### src/rtl/voice_allocator.sv
// voice_allocator
//   Polyphony scheduler between the PS/2 key decoder and the synth voice bank.
//   Once per frame it snapshots the 32-bit key-held vector, then walks the keys
//   in ascending order (one key per clock). Each newly pressed key gets a voice:
//   the lowest-index free voice, or, when every voice is busy, the oldest voice
//   (largest age, lowest index on ties). Each released key frees the voice or
//   voices still holding it. Every allocation or release produces a one-cycle
//   event strobe.
//
//   Frame: SNAP (1 cycle) + SCAN (NUM_KEYS cycles) + DONE (1 cycle).
//
// Ports
//   i_clk_100k    system clock
//   i_rst_n       asynchronous active-low reset
//   i_key         key-held vector, bit i = key i held
//   i_enable      allow a new scan frame to start
//   o_voice_gate  per-voice gate (voice v sounding)
//   o_voice_key   per-voice key index, voice v at [v*KEY_W +: KEY_W]
//   o_evt_valid   one-cycle event strobe
//   o_evt_on      1 = note-on, 0 = note-off
//   o_evt_steal   note-on replaced an active voice
//   o_evt_voice   voice index of the event
//   o_evt_key     key index of the event
//   o_busy        scan frame in progress
module voice_allocator #(
  parameter int NUM_VOICES = 4,
  parameter int NUM_KEYS   = 32,
  parameter int KEY_W      = 5,
  parameter int AGE_W      = 4
) (
  input  logic                        i_clk_100k,
  input  logic                        i_rst_n,
  input  logic [NUM_KEYS-1:0]         i_key,
  input  logic                        i_enable,
  output logic [NUM_VOICES-1:0]       o_voice_gate,
  output logic [NUM_VOICES*KEY_W-1:0] o_voice_key,
  output logic                        o_evt_valid,
  output logic                        o_evt_on,
  output logic                        o_evt_steal,
  output logic [2:0]                  o_evt_voice,
  output logic [KEY_W-1:0]            o_evt_key,
  output logic                        o_busy
);

  typedef enum logic [1:0] {
    IDLE = 2'd0,
    SNAP = 2'd1,
    SCAN = 2'd2,
    DONE = 2'd3
  } state_t;

  // Saturating age increment: an age that reaches all-ones stays there.
  function automatic logic [AGE_W-1:0] sat_inc(input logic [AGE_W-1:0] a);
    return (a == {AGE_W{1'b1}}) ? a : a + 1'b1;
  endfunction

  state_t                  state_q;
  state_t                  state_d;
  logic [NUM_KEYS-1:0]     cur_r;
  logic [NUM_KEYS-1:0]     prev_r;
  logic [KEY_W-1:0]        idx_r;

  logic [NUM_VOICES-1:0]   gate_r;
  logic [KEY_W-1:0]        key_r [NUM_VOICES];
  logic [AGE_W-1:0]        age_r [NUM_VOICES];

  // Stage p0: decisions for the key under scan, from current voice state.
  logic                    press_p0;
  logic                    release_p0;
  logic                    any_free_p0;
  logic [2:0]              free_idx_p0;
  logic [2:0]              old_idx_p0;
  logic [AGE_W-1:0]        old_age_p0;
  logic [2:0]              chosen_p0;
  logic                    match_any_p0;
  logic [2:0]              match_idx_p0;

  // Stage p1: registered event, aligned with the voice-state update.
  logic                    vld_p1;
  logic                    evt_on_p1;
  logic                    evt_steal_p1;
  logic [2:0]              evt_voice_p1;
  logic [KEY_W-1:0]        evt_key_p1;

  // ---------------------------------------------------------------- FSM
  always_ff @(posedge i_clk_100k or negedge i_rst_n) begin
    if (!i_rst_n) begin
      state_q <= IDLE;
    end else begin
      state_q <= state_d;
    end
  end

  always_comb begin
    state_d = state_q;
    case (state_q)
      IDLE: if (i_enable) state_d = SNAP;
      SNAP: state_d = SCAN;
      SCAN: if (idx_r == KEY_W'(NUM_KEYS - 1)) state_d = DONE;
      DONE: state_d = i_enable ? SNAP : IDLE;
      default: state_d = IDLE;
    endcase
  end

  always_ff @(posedge i_clk_100k or negedge i_rst_n) begin
    if (!i_rst_n) begin
      cur_r  <= '0;
      prev_r <= '0;
      idx_r  <= '0;
    end else begin
      case (state_q)
        SNAP: begin
          cur_r <= i_key;
          idx_r <= '0;
        end
        SCAN: if (idx_r != KEY_W'(NUM_KEYS - 1)) idx_r <= idx_r + 1'b1;
        DONE: prev_r <= cur_r;
        default: ;
      endcase
    end
  end

  // ---------------------------------------------------------------- stage p0
  always_comb begin
    press_p0     = (state_q == SCAN) && cur_r[idx_r] && !prev_r[idx_r];
    release_p0   = (state_q == SCAN) && !cur_r[idx_r] && prev_r[idx_r];

    // Descending walk so the last hit is the lowest index.
    any_free_p0  = 1'b0;
    free_idx_p0  = '0;
    match_any_p0 = 1'b0;
    match_idx_p0 = '0;
    for (int v = NUM_VOICES - 1; v >= 0; v--) begin
      if (!gate_r[v]) begin
        any_free_p0 = 1'b1;
        free_idx_p0 = 3'(v);
      end
      if (gate_r[v] && (key_r[v] == idx_r)) begin
        match_any_p0 = 1'b1;
        match_idx_p0 = 3'(v);
      end
    end

    // Ascending walk with strict '>' keeps the lowest index on age ties.
    old_idx_p0 = '0;
    old_age_p0 = age_r[0];
    for (int v = 1; v < NUM_VOICES; v++) begin
      if (age_r[v] > old_age_p0) begin
        old_age_p0 = age_r[v];
        old_idx_p0 = 3'(v);
      end
    end

    chosen_p0 = any_free_p0 ? free_idx_p0 : old_idx_p0;
  end

  // ---------------------------------------------------------------- stage p1
  always_ff @(posedge i_clk_100k or negedge i_rst_n) begin
    if (!i_rst_n) begin
      gate_r <= '0;
      for (int v = 0; v < NUM_VOICES; v++) begin
        key_r[v] <= '0;
        age_r[v] <= '0;
      end
    end else if (press_p0) begin
      for (int v = 0; v < NUM_VOICES; v++) begin
        if (3'(v) == chosen_p0) begin
          gate_r[v] <= 1'b1;
          key_r[v]  <= idx_r;
          age_r[v]  <= '0;
        end else if (gate_r[v]) begin
          age_r[v]  <= sat_inc(age_r[v]);
        end
      end
    end else if (release_p0) begin
      // A key whose voice was stolen matches nothing and changes nothing.
      for (int v = 0; v < NUM_VOICES; v++) begin
        if (gate_r[v] && (key_r[v] == idx_r)) begin
          gate_r[v] <= 1'b0;
          age_r[v]  <= '0;
        end
      end
    end
  end

  always_ff @(posedge i_clk_100k or negedge i_rst_n) begin
    if (!i_rst_n) begin
      vld_p1       <= 1'b0;
      evt_on_p1    <= 1'b0;
      evt_steal_p1 <= 1'b0;
      evt_voice_p1 <= '0;
      evt_key_p1   <= '0;
    end else begin
      vld_p1 <= press_p0 || (release_p0 && match_any_p0);
      // Event fields hold their last values between strobes.
      if (press_p0) begin
        evt_on_p1    <= 1'b1;
        evt_steal_p1 <= !any_free_p0;
        evt_voice_p1 <= chosen_p0;
        evt_key_p1   <= idx_r;
      end else if (release_p0 && match_any_p0) begin
        evt_on_p1    <= 1'b0;
        evt_steal_p1 <= 1'b0;
        evt_voice_p1 <= match_idx_p0;
        evt_key_p1   <= idx_r;
      end
    end
  end

  // ---------------------------------------------------------------- outputs
  always_comb begin
    for (int v = 0; v < NUM_VOICES; v++) begin
      o_voice_key[v*KEY_W +: KEY_W] = key_r[v];
    end
  end

  assign o_voice_gate = gate_r;
  assign o_evt_valid  = vld_p1;
  assign o_evt_on     = evt_on_p1;
  assign o_evt_steal  = evt_steal_p1;
  assign o_evt_voice  = evt_voice_p1;
  assign o_evt_key    = evt_key_p1;
  assign o_busy       = (state_q != IDLE);

endmodule

### config.mk
export PLATFORM = sky130hd
export DESIGN_NAME = voice_allocator
export DESIGN_NICKNAME = d
export VERILOG_FILES = /design/src/rtl/voice_allocator.sv
export SDC_FILE = /design/constraint.sdc
export NUM_CORES = 1
export LEC_CHECK = 0
export ABC_CLOCK_PERIOD_IN_PS = 5100
export CAP_MARGIN = 20
export CORE_UTILIZATION = 30
export DETAILED_ROUTE_END_ITERATION = 16
export DONT_BUFFER_PORTS = 1
export PLACE_DENSITY = 0.45
export SETUP_SLACK_MARGIN = 0.3
export SYNTH_ARGS = -nofsm -noshare
export SYNTH_HDL_FRONTEND = slang
export SYNTH_SLANG_ARGS = --single-unit
### constraint.sdc
create_clock -name i_clk_100k -period 5.1 [get_ports i_clk_100k]
set_clock_uncertainty 0.2 [all_clocks]
set_input_delay 1.53 -clock i_clk_100k [delete_from_list [all_inputs] [get_ports i_clk_100k]]
set_output_delay 1.53 -clock i_clk_100k [all_outputs]
set_load 0.005 [all_outputs]
After elaboration in Yosys (flattened, before gate mapping)
Index checks and enable logic that the tools add are counted.
{ "word_totals": {"regBits": 122, "input_bits": 35, "out_inout_bits": 36} }
{ "classes": {"n_addsub": 5, "magnitude_cmp": 4, "eq_ne": 31, "n_mux": 67, "n_reduce_logical": 37} }
{ "ops": {"columns": ["op", "n"], "rows": [
  ["two-way mux 4 bit", 20],
  ["two-way mux 3 bit", 11],
  ["two-way mux 16 bit", 2],
  ["two-way mux 1 bit", 23],
  ["equality test 5 bit", 4],
  ["adder 4 x 1 -> 4 bit, second input constant", 4],
  ["equality test 4 bit, second input constant", 4],
  ["AND reduction 4 bit", 4],
  ["nonzero test 2 bit", 8],
  ["two-way mux 5 bit", 3],
  ["> comparator 4 bit", 3],
  ["inequality test 3 x 2 -> 1 bit, second input constant", 4],
  ["inequality test 3 bit, second input constant", 4],
  ["AND reduction 2 bit", 6],
  ["AND reduction 3 bit", 4],
  ["binary-select mux 1 bit (select 5 bit)", 2],
  ["case mux 5 bit (2 select lines)", 1],
  ["logical AND 1 bit", 9],
  ["two-way mux 2 bit", 4],
  ["inequality test 2 x 1 -> 1 bit, second input constant", 4],
  ["case mux 2 bit (4 select lines)", 1],
  ["equality test 2 x 3 -> 1 bit, first input constant", 2],
  ["less-than comparator 5 x 6 -> 1 bit, second input constant", 1],
  ["inequality test 2 bit, second input constant", 3],
  ["10 further kinds", 13]
]} }

Longest topological paths before layout
Gate-level depths: netlist of the first run.
{ "logic_depth": {"ltp_word": 10, "depth_mapped": 22} }

Worst setup path before layout of the first run
No wires, ideal clock.
{ "synth_path": {"kind": "register -> register", "startpoint": "register age_r[14] in the netlist's numbering", "endpoint": "register age_r[9] in the netlist's numbering", "setup_time_ps": 125, "arrival_ps": 4983, "t_required_ps": 4775, "setup_slack_ps": -207, "stages_incl_launch_ff": 20, "synth_period_minus_slack_ps": 5307, "cell_sequence": "dfrtp_1 > inv_1 > ha_1 > nand4_1 > o21ai_0 > a21oi_1 > mux2_2 > ha_1 > and4_1 > a21oi_4 > mux2_2 > ha_1 > nor2b_1 > o211ai_1 > a21oi_1 > a22o_2 > nor2_1 > o21ai_0 > a22oi_2 > mux2_2"} }
{ "synth_via": {"elab_chain_cells": 10, "elab_cells_between_ends": 15} }
{ "synth_rtl": {"columns": ["item", "line_no", "rtl"], "rows": [
  ["start: declaration", "65", "logic [AGE_W-1:0] age_r [NUM_VOICES];"],
  ["start signal: indexed assignment", "172", "age_r[v] <= sat_inc(age_r[v]);"],
  ["> comparator 4 bit", "148", "if (age_r[v] > old_age_p0) begin"],
  ["two-way mux 4 bit", "148", null],
  ["> comparator 4 bit", "148", null],
  ["two-way mux 4 bit", "148", null],
  ["> comparator 4 bit", "148", null],
  ["two-way mux 3 bit *", "148", null],
  ["two-way mux 3 bit *", "154", "chosen_p0 = any_free_p0 ? free_idx_p0 : old_idx_p0;"],
  ["equality test 1 x 3 -> 1 bit *", "167", "if (3'(v) == chosen_p0) begin"],
  ["inequality test 3 bit (no line) (tied with other cells)", null, null],
  ["AND reduction 4 bit (no line) / two-way mux 16 bit (equally long branches)", null, null]
]} }
Every way passes the cells marked *; elsewhere a longest branch is shown, timed or not.
A chain may end at the register's enable or synchronous reset.

Worst setup path after layout of the first run
{ "layout_path": {"startpoint": "register age_r[13] in the netlist's numbering", "endpoint": "register age_r[10] in the netlist's numbering"} }
The elaborated chain is that of the path after synthesis.

==> flow_summary.json, run 1 <==
{
  "setup_tns_ns": 0,
  "dp_hpwl_mm": 10.0,
  "worst_pin_slew_ns": 0.823,
  "place_inst": 762,
  "cts.sinks": 121,
  "drt_iter0_drc": 122,
  "status": "finished, final reports clean",
  "path_max_fanout": 8,
  "yosysWarnings": 0,
  "p_leak_nw": 3.29,
  "synth_area_leader_cell": "dfrtp_1",
  "grt_pass1_wl_mm": 23.9,
  "rows": 52,
  "numPortBuffers": 0,
  "postCtsHoldBufs": 0,
  "ys_types": 63,
  "synth_area_leaders": "dfrtp_1, mux2_2, ha_1",
  "multi_input_area_sq_um": 3270,
  "max_freq_mhz": 210,
  "regArea_sq_um": 3030,
  "vias": 4096,
  "netlist_area_sq_um": 6340,
  "cts.htree.levels": 4,
  "ir_drop_uv": 296,
  "grt_overflow_total": 0,
  "max_slew_margin_pct": 45.1,
  "synth_edf_count": 0,
  "cts_tree": "yes",
  "arrival_ns": 4.86,
  "cpMostUsedCell": "ha_4",
  "clockBufferDepth": 2,
  "wl_per_cell_um": 18.1,
  "gp_congestion": 0.856,
  "critPathLaunchType": "flip-flop",
  "synth_nets": 556,
  "clock-root-buffer": "clkbuf_16",
  "reg2reg_slack_ns": 0.33,
  "die_h_um": 147,
  "vias_per_cell": 5.03,
  "crit_type": "reg -> reg",
  "required_ns": 5.19,
  "grt_pass1_vias": 4343,
  "final-max-slew-violation-count": 0,
  "synth_seq_cells": 121,
  "path_cells": "inv_2 > ha_4 > nor2b_4 > o21ai_2 > a21oi_2 > buf_6 > mux2_4 > ha_4 > nor2b_1 > o211ai_1 > a21oi_4 > mux2_4 > ha_4 > nor2b_4 > o211ai_1 > a21oi_2 > o311ai_4 > inv_2 > buf_6 > o21ai_4 > nor3_2 > a211o_1",
  "fp.dieArea_sq_um": 21700,
  "synthToLayoutAreaGrowth_pct": 19.3,
  "maxCapViolations": 0,
  "hold_class": "reg -> reg",
  "cts.clk_slew.worst_paths_ns": 0.05,
  "synthCells": 498,
  "path_delay_family": "compound AO/OA/AOI/OAI gates",
  "fin_nets": 589,
  "slowest_delay_ns": 0.46,
  "ioPinCount": 71,
  "cp_num_buf_inv": 4,
  "drt_pre_antenna_iters": 4,
  "ys_seq_area_share_pct": 47.7,
  "setup_viol": 0,
  "clkLatencyLatePin_ns": 0.41,
  "yosys_most_used_dff": "dfrtp_1",
  "diodes": 0,
  "rsz0062_at_grt": "yes",
  "crit_slowest_cell": "o311ai_4",
  "coreArea_sq_um": 20500,
  "hold_viol_final": 0,
  "die_x_um": 147,
  "netlist.area_leader.share_pct": 47.7,
  "layout-drive-gt1-share_pct": 40.6,
  "antenna_found_initial": 0,
  "nFillCells": 1958,
  "grt_max_degree": 122,
  "initial_core_util_pct": 30.9,
  "finalWirelength_mm": 14.8,
  "final_cells": 814,
  "drtAntennaViolNets": 0,
  "gr-usage-all-layers_pct": 14.2,
  "remaining_drc_errors": 0,
  "synthArstFlopShare_pct": 100,
  "syn_avg_cell_area_sq_um": 12.7,
  "cp-end-kind": "flip-flop",
  "powerDensity_nw_per_um2": 641,
  "period_needed_ns": 4.77,
  "finalCritPeriodShare_pct": 93.5,
  "cts_buffers": 17
}
## cells in the final DEF (no fill, tap or decap), types with 4 or more instances in the layout
cell type and n:
ha_4 6, a21o_1 7, or3b_2 5, dfrtp_1 121, mux2_2 92, nor3_1 6
ha_1 17, o22ai_1 10, xnor2_1 7, nand2_1 19, o21ai_0 5, a21oi_2 7
nor4_1 4, o21ai_1 5, mux4_1 8, xor2_1 13, mux4_2 8, nand3_1 9
buf_4 35, clkbuf_16 17, a21oi_1 15, nor2_1 13, nand3b_1 4, inv_1 20
clkinv_2 4, and3_1 4
## metal layers
layer	GRT usage (%)	share of wire [%]	vias to the layer above	wire length (um)
met1	17.9	44	2094	6520
met2	23.7	51	78	7470
met5	0	0	-	0
li1	-	-	1910	-
met3	3.43	3.7	14	549
met4	5.46	1.5	0	214
## flip-flops by register name, indices dropped and copies added, names as in the netlist
signal	cells
o_evt_steal	1
state_q	2
o_voice_key	20
cur_r	32
o_evt_voice	2
o_evt_valid	1
prev_r	32
o_voice_gate	4
o_evt_on	1
age_r	16
idx_r	5
o_evt_key	5
## stage by stage
| stage | hold WS (ns) | power, W | setup slack [ns] | util [%] | area (sq um) |
|---|---|---|---|---|---|
| after CTS | 0.305 | 0.00481 | 0.335 | 35.9 | 7370 |
| after global routing | 0.320 | 0.00518 | 0.190 | 36.9 | 7560 |
| after global placement | 0.285 | 0.00349 | 0.165 | 32.6 | 6680 |
| after detailed placement | 0.292 | 0.00355 | 0.0400 | 32.6 | 6680 |
| after floorplan | 0.274 | 0.00310 | 0.293 | - | 6360 |
| final | 0.301 | 0.00485 | 0.333 | 36.9 | 7560 |
## power by group
| group | total [W] | switching [W] | internal, W |
|---|---|---|---|
| Combinational | 0.00200 | 0.000919 | 0.00108 |
| Sequential | 0.00171 | 0.000362 | 0.00135 |
| Clock | 0.00113 | 0.000439 | 0.000693 |
## logic make-up after synthesis
kind of cell	after synthesis	share of synthesized area (%)
flops	121	47.7
simple gates	95	9.17
buf+inv	46	3.73
compound gates	79	8.64
xor+xnor	20	2.76
other cells	1	0.0591
fa+ha+maj	23	4.54
mux	113	23.4
## final timing paths
path	depth (start not counted)	endpoint	startpoint
setup reg to reg	22	age_r[10]$_DFFE_PN0P_	age_r[13]$_DFFE_PN0P_
setup / recovery	22	age_r[10]$_DFFE_PN0P_	age_r[13]$_DFFE_PN0P_
max in group asynchronous	0	prev_r[27]$_DFFE_PN0N_	i_rst_n
hold reg to reg	1	prev_r[13]$_DFFE_PN0N_	prev_r[13]$_DFFE_PN0N_
min in group asynchronous	0	o_voice_key[12]$_DFFE_PN0P_	i_rst_n
hold / removal	1	prev_r[13]$_DFFE_PN0N_	prev_r[13]$_DFFE_PN0N_
## layout make-up
| class | instances | area share (%) |
|---|---|---|
| multi-input cells | 331 | 43.2 |
| flip-flops and latches | 121 | 40.0 |
| well taps | 270 | 4.47 |
| clock inverters | 11 | 1.31 |
| inverters | 23 | 1.14 |
| clock buffers | 21 | 6.09 |
| repair buffers | 37 | 3.77 |
## Yosys cell counts, types with 8 or more instances
cell type  number
a21oi_1        22
clkbuf_1       12
dfrtp_1       121
ha_1           23
inv_1          23
mux2_2         95
mux4_1          8
mux4_2          8
nand2_1        19
nand3_1         9
nor2_1         17
o21ai_0        13
o22ai_1        10
xor2_1         13
## repair_timing
| item | 4_1_cts | 5_1_grt |
|---|---|---|
| cloned | 0 | 0 |
| resized for setup | 12 | 25 |
| pin swaps | 9 | 15 |
| setup endpoints to repair | 36 | 35 |
| buffers inserted | 12 | 8 |
(Power assumes the default switching activity.)
==> run 2, diff against run 1 <==
--- a/config.mk
+++ b/config.mk
@@ -8,6 +8,7 @@
 export ABC_CLOCK_PERIOD_IN_PS = 5100
 export CAP_MARGIN = 20
 export CORE_UTILIZATION = 30
+export CTS_BUF_LIST = sky130_fd_sc_hd__clkbuf_16
 export DETAILED_ROUTE_END_ITERATION = 16
 export DONT_BUFFER_PORTS = 1
 export PLACE_DENSITY = 0.45
@@ -15,3 +16,4 @@
 export SYNTH_ARGS = -nofsm -noshare
 export SYNTH_HDL_FRONTEND = slang
 export SYNTH_SLANG_ARGS = --single-unit
+export TNS_END_PERCENT = 1
==> flow_summary.json, run 2 (same netlist as run 1, synthesis figures left out) <==
{
  "status": "finished, final reports clean",
  "crit_type": "reg -> reg",
  "numPortBuffers": 0,
  "ioPinCount": 71,
  "synthToLayoutAreaGrowth_pct": 19.9,
  "fp.dieArea_sq_um": 21700,
  "drt_pre_antenna_iters": 4,
  "path_cells": "inv_2 > ha_4 > nor2b_4 > o21ai_2 > a21oi_4 > mux2_4 > ha_4 > nor2b_1 > o211ai_1 > a21oi_4 > mux2_4 > ha_4 > nor2b_4 > o211ai_1 > a21oi_4 > o311ai_4 > buf_6 > buf_6 > o31ai_4 > nor2_2 > buf_4 > mux2_4",
  "dp_hpwl_mm": 10.3,
  "p_leak_nw": 3.31,
  "vias": 4032,
  "vias_per_cell": 4.98,
  "path_delay_family": "compound AO/OA/AOI/OAI gates",
  "cts.sinks": 121,
  "clock-root-buffer": "clkbuf_16",
  "finalCritPeriodShare_pct": 94.1,
  "fin_nets": 585,
  "cts_tree": "yes",
  "clockBufferDepth": 2,
  "critPathLaunchType": "flip-flop",
  "setup_viol": 0,
  "required_ns": 5.18,
  "powerDensity_nw_per_um2": 648,
  "p_int_w": 0.00321,
  "pre_cts_ws_ns": 0.0137,
  "clkLatencyLatePin_ns": 0.42,
  "gp_congestion": 0.801,
  "finalWirelength_mm": 14.7,
  "drtAntennaViolNets": 0,
  "grt_overflow_total": 0,
  "wl_per_cell_um": 18.2,
  "cts_buffers": 17,
  "postCtsHoldBufs": 0,
  "path_max_fanout": 7,
  "hold_viol_final": 0,
  "pwr-share-seq_pct": 35.3,
  "max_freq_mhz": 208,
  "diodes": 0,
  "hold_class": "reg -> reg",
  "grt_max_degree": 122,
  "gr-usage-all-layers_pct": 14.5,
  "max_slew_margin_pct": 42.6,
  "setup_tns_ns": 0,
  "cts.htree.levels": 4,
  "crit_slowest_cell": "dfrtp_1",
  "final-max-slew-violation-count": 0,
  "initial_core_util_pct": 30.9,
  "period_needed_ns": 4.80,
  "clockPowerShare_pct": 24.2,
  "p_sw_w": 0.00172,
  "rows": 52,
  "slowest_delay_ns": 0.38,
  "final_cells": 809,
  "cp-end-kind": "flip-flop",
  "remaining_drc_errors": 0,
  "place_inst": 764,
  "die_x_um": 147,
  "finalWorstSetupSlack_ns": 0.302,
  "antenna_found_initial": 0,
  "worst_pin_slew_ns": 0.861,
  "cts.clk_slew.worst_paths_ns": 0.06,
  "grt_pass1_vias": 4238,
  "layout-drive-gt1-share_pct": 39.1,
  "cp_num_buf_inv": 4,
  "maxCapViolations": 0,
  "rsz0062_at_grt": "yes",
  "utilization_pct": 37.1,
  "switching_share_pct": 34.9,
  "coreArea_sq_um": 20500,
  "stdcell_area_sq_um": 7600,
  "drt_iter0_drc": 120,
  "arrival_ns": 4.88,
  "final_common_cell": "dfrtp_1",
  "pwr-share-comb_pct": 40.5,
  "grt_pass1_wl_mm": 24.0,
  "ir_drop_uv": 269,
  "placed_area_sq_um": 6690,
  "mostFrequentLayoutCells": "dfrtp_1, mux2_2, buf_4",
  "die_h_um": 147
}
==> run 2: timing repair <==
item	4_1_cts	5_1_grt
gates cloned	0	0
buffers inserted	8	6
gates resized for setup	8	38
pin swaps	5	15
setup endpoints to repair	35	39
hold endpoints to repair	0	0
==> run 2: cell type report <==
cell class	count	area, sq um
repair buffers	33	288
flip-flops and latches	121	3030
clock buffers	17	425
multi-input cells	331	3280
clock inverters	14	160
well taps	270	338
inverters	23	86.3
fillers	1964	12900
==> run 2: metrics by stage <==
stage	hold WS, ns	total power (W)
2_1_floorplan	0.274	0.00308
3_3_place_gp	0.285	0.00349
3_5_place_dp	0.293	0.00355
4_1_cts	0.306	0.00488
5_1_grt	0.326	0.00527
6_report	0.301	0.00493
==> run 2: per-layer routing <==
metal  share of wire [%]  vias to the layer above  track usage (%)  wire length [um]
li1                    -                     1900                -                 -
met1                  44                     2041             17.8              6480
met2                  50                       77             23.9              7320
met3                 5.0                       14             4.97               733
met4                 1.3                        0             4.95               197
met5                   0                        -                0                 0
==> run 2: power groups by stage <==
stage          combinational [W]  sequential, W  clock [W]
2_1_floorplan            0.00152        0.00156          0
3_3_place_gp             0.00174        0.00175          0
3_5_place_dp             0.00178        0.00177          0
4_1_cts                  0.00189        0.00175    0.00123
5_1_grt                  0.00218        0.00181    0.00127
6_report                 0.00200        0.00174    0.00119
==> run 2: worst reg2reg max path, stage by stage (launching register included) <==
cell	delay [ns]
dfrtp_1	0.38
inv_2	0.07
ha_4	0.26
nor2b_4	0.13
o21ai_2	0.08
a21oi_4	0.22
mux2_4	0.35
ha_4	0.16
nor2b_1	0.12
o211ai_1	0.17
a21oi_4	0.26
mux2_4	0.34
ha_4	0.27
nor2b_4	0.12
o211ai_1	0.14
a21oi_4	0.22
o311ai_4	0.14
buf_6	0.17
buf_6	0.11
o31ai_4	0.29
nor2_2	0.09
buf_4	0.15
mux2_4	0.25
==> run 2: path summary, 6_finish.rpt <==
| path | startpoint | slack (ns) | endpoint | cells after the start |
|---|---|---|---|---|
| setup / recovery | age_r[13]$_DFFE_PN0P_ | 0.30 | age_r[4]$_DFFE_PN0P_ | 22 |
| hold / removal | prev_r[5]$_DFFE_PN0N_ | 0.30 | prev_r[5]$_DFFE_PN0N_ | 1 |
| setup reg to reg | age_r[13]$_DFFE_PN0P_ | 0.30 | age_r[4]$_DFFE_PN0P_ | 22 |
| hold reg to reg | prev_r[5]$_DFFE_PN0N_ | 0.30 | prev_r[5]$_DFFE_PN0N_ | 1 |
| max in group asynchronous | i_rst_n | 3.83 | o_voice_key[18]$_DFFE_PN0P_ | 0 |
| min in group asynchronous | i_rst_n | 0.62 | o_voice_key[10]$_DFFE_PN0P_ | 0 |
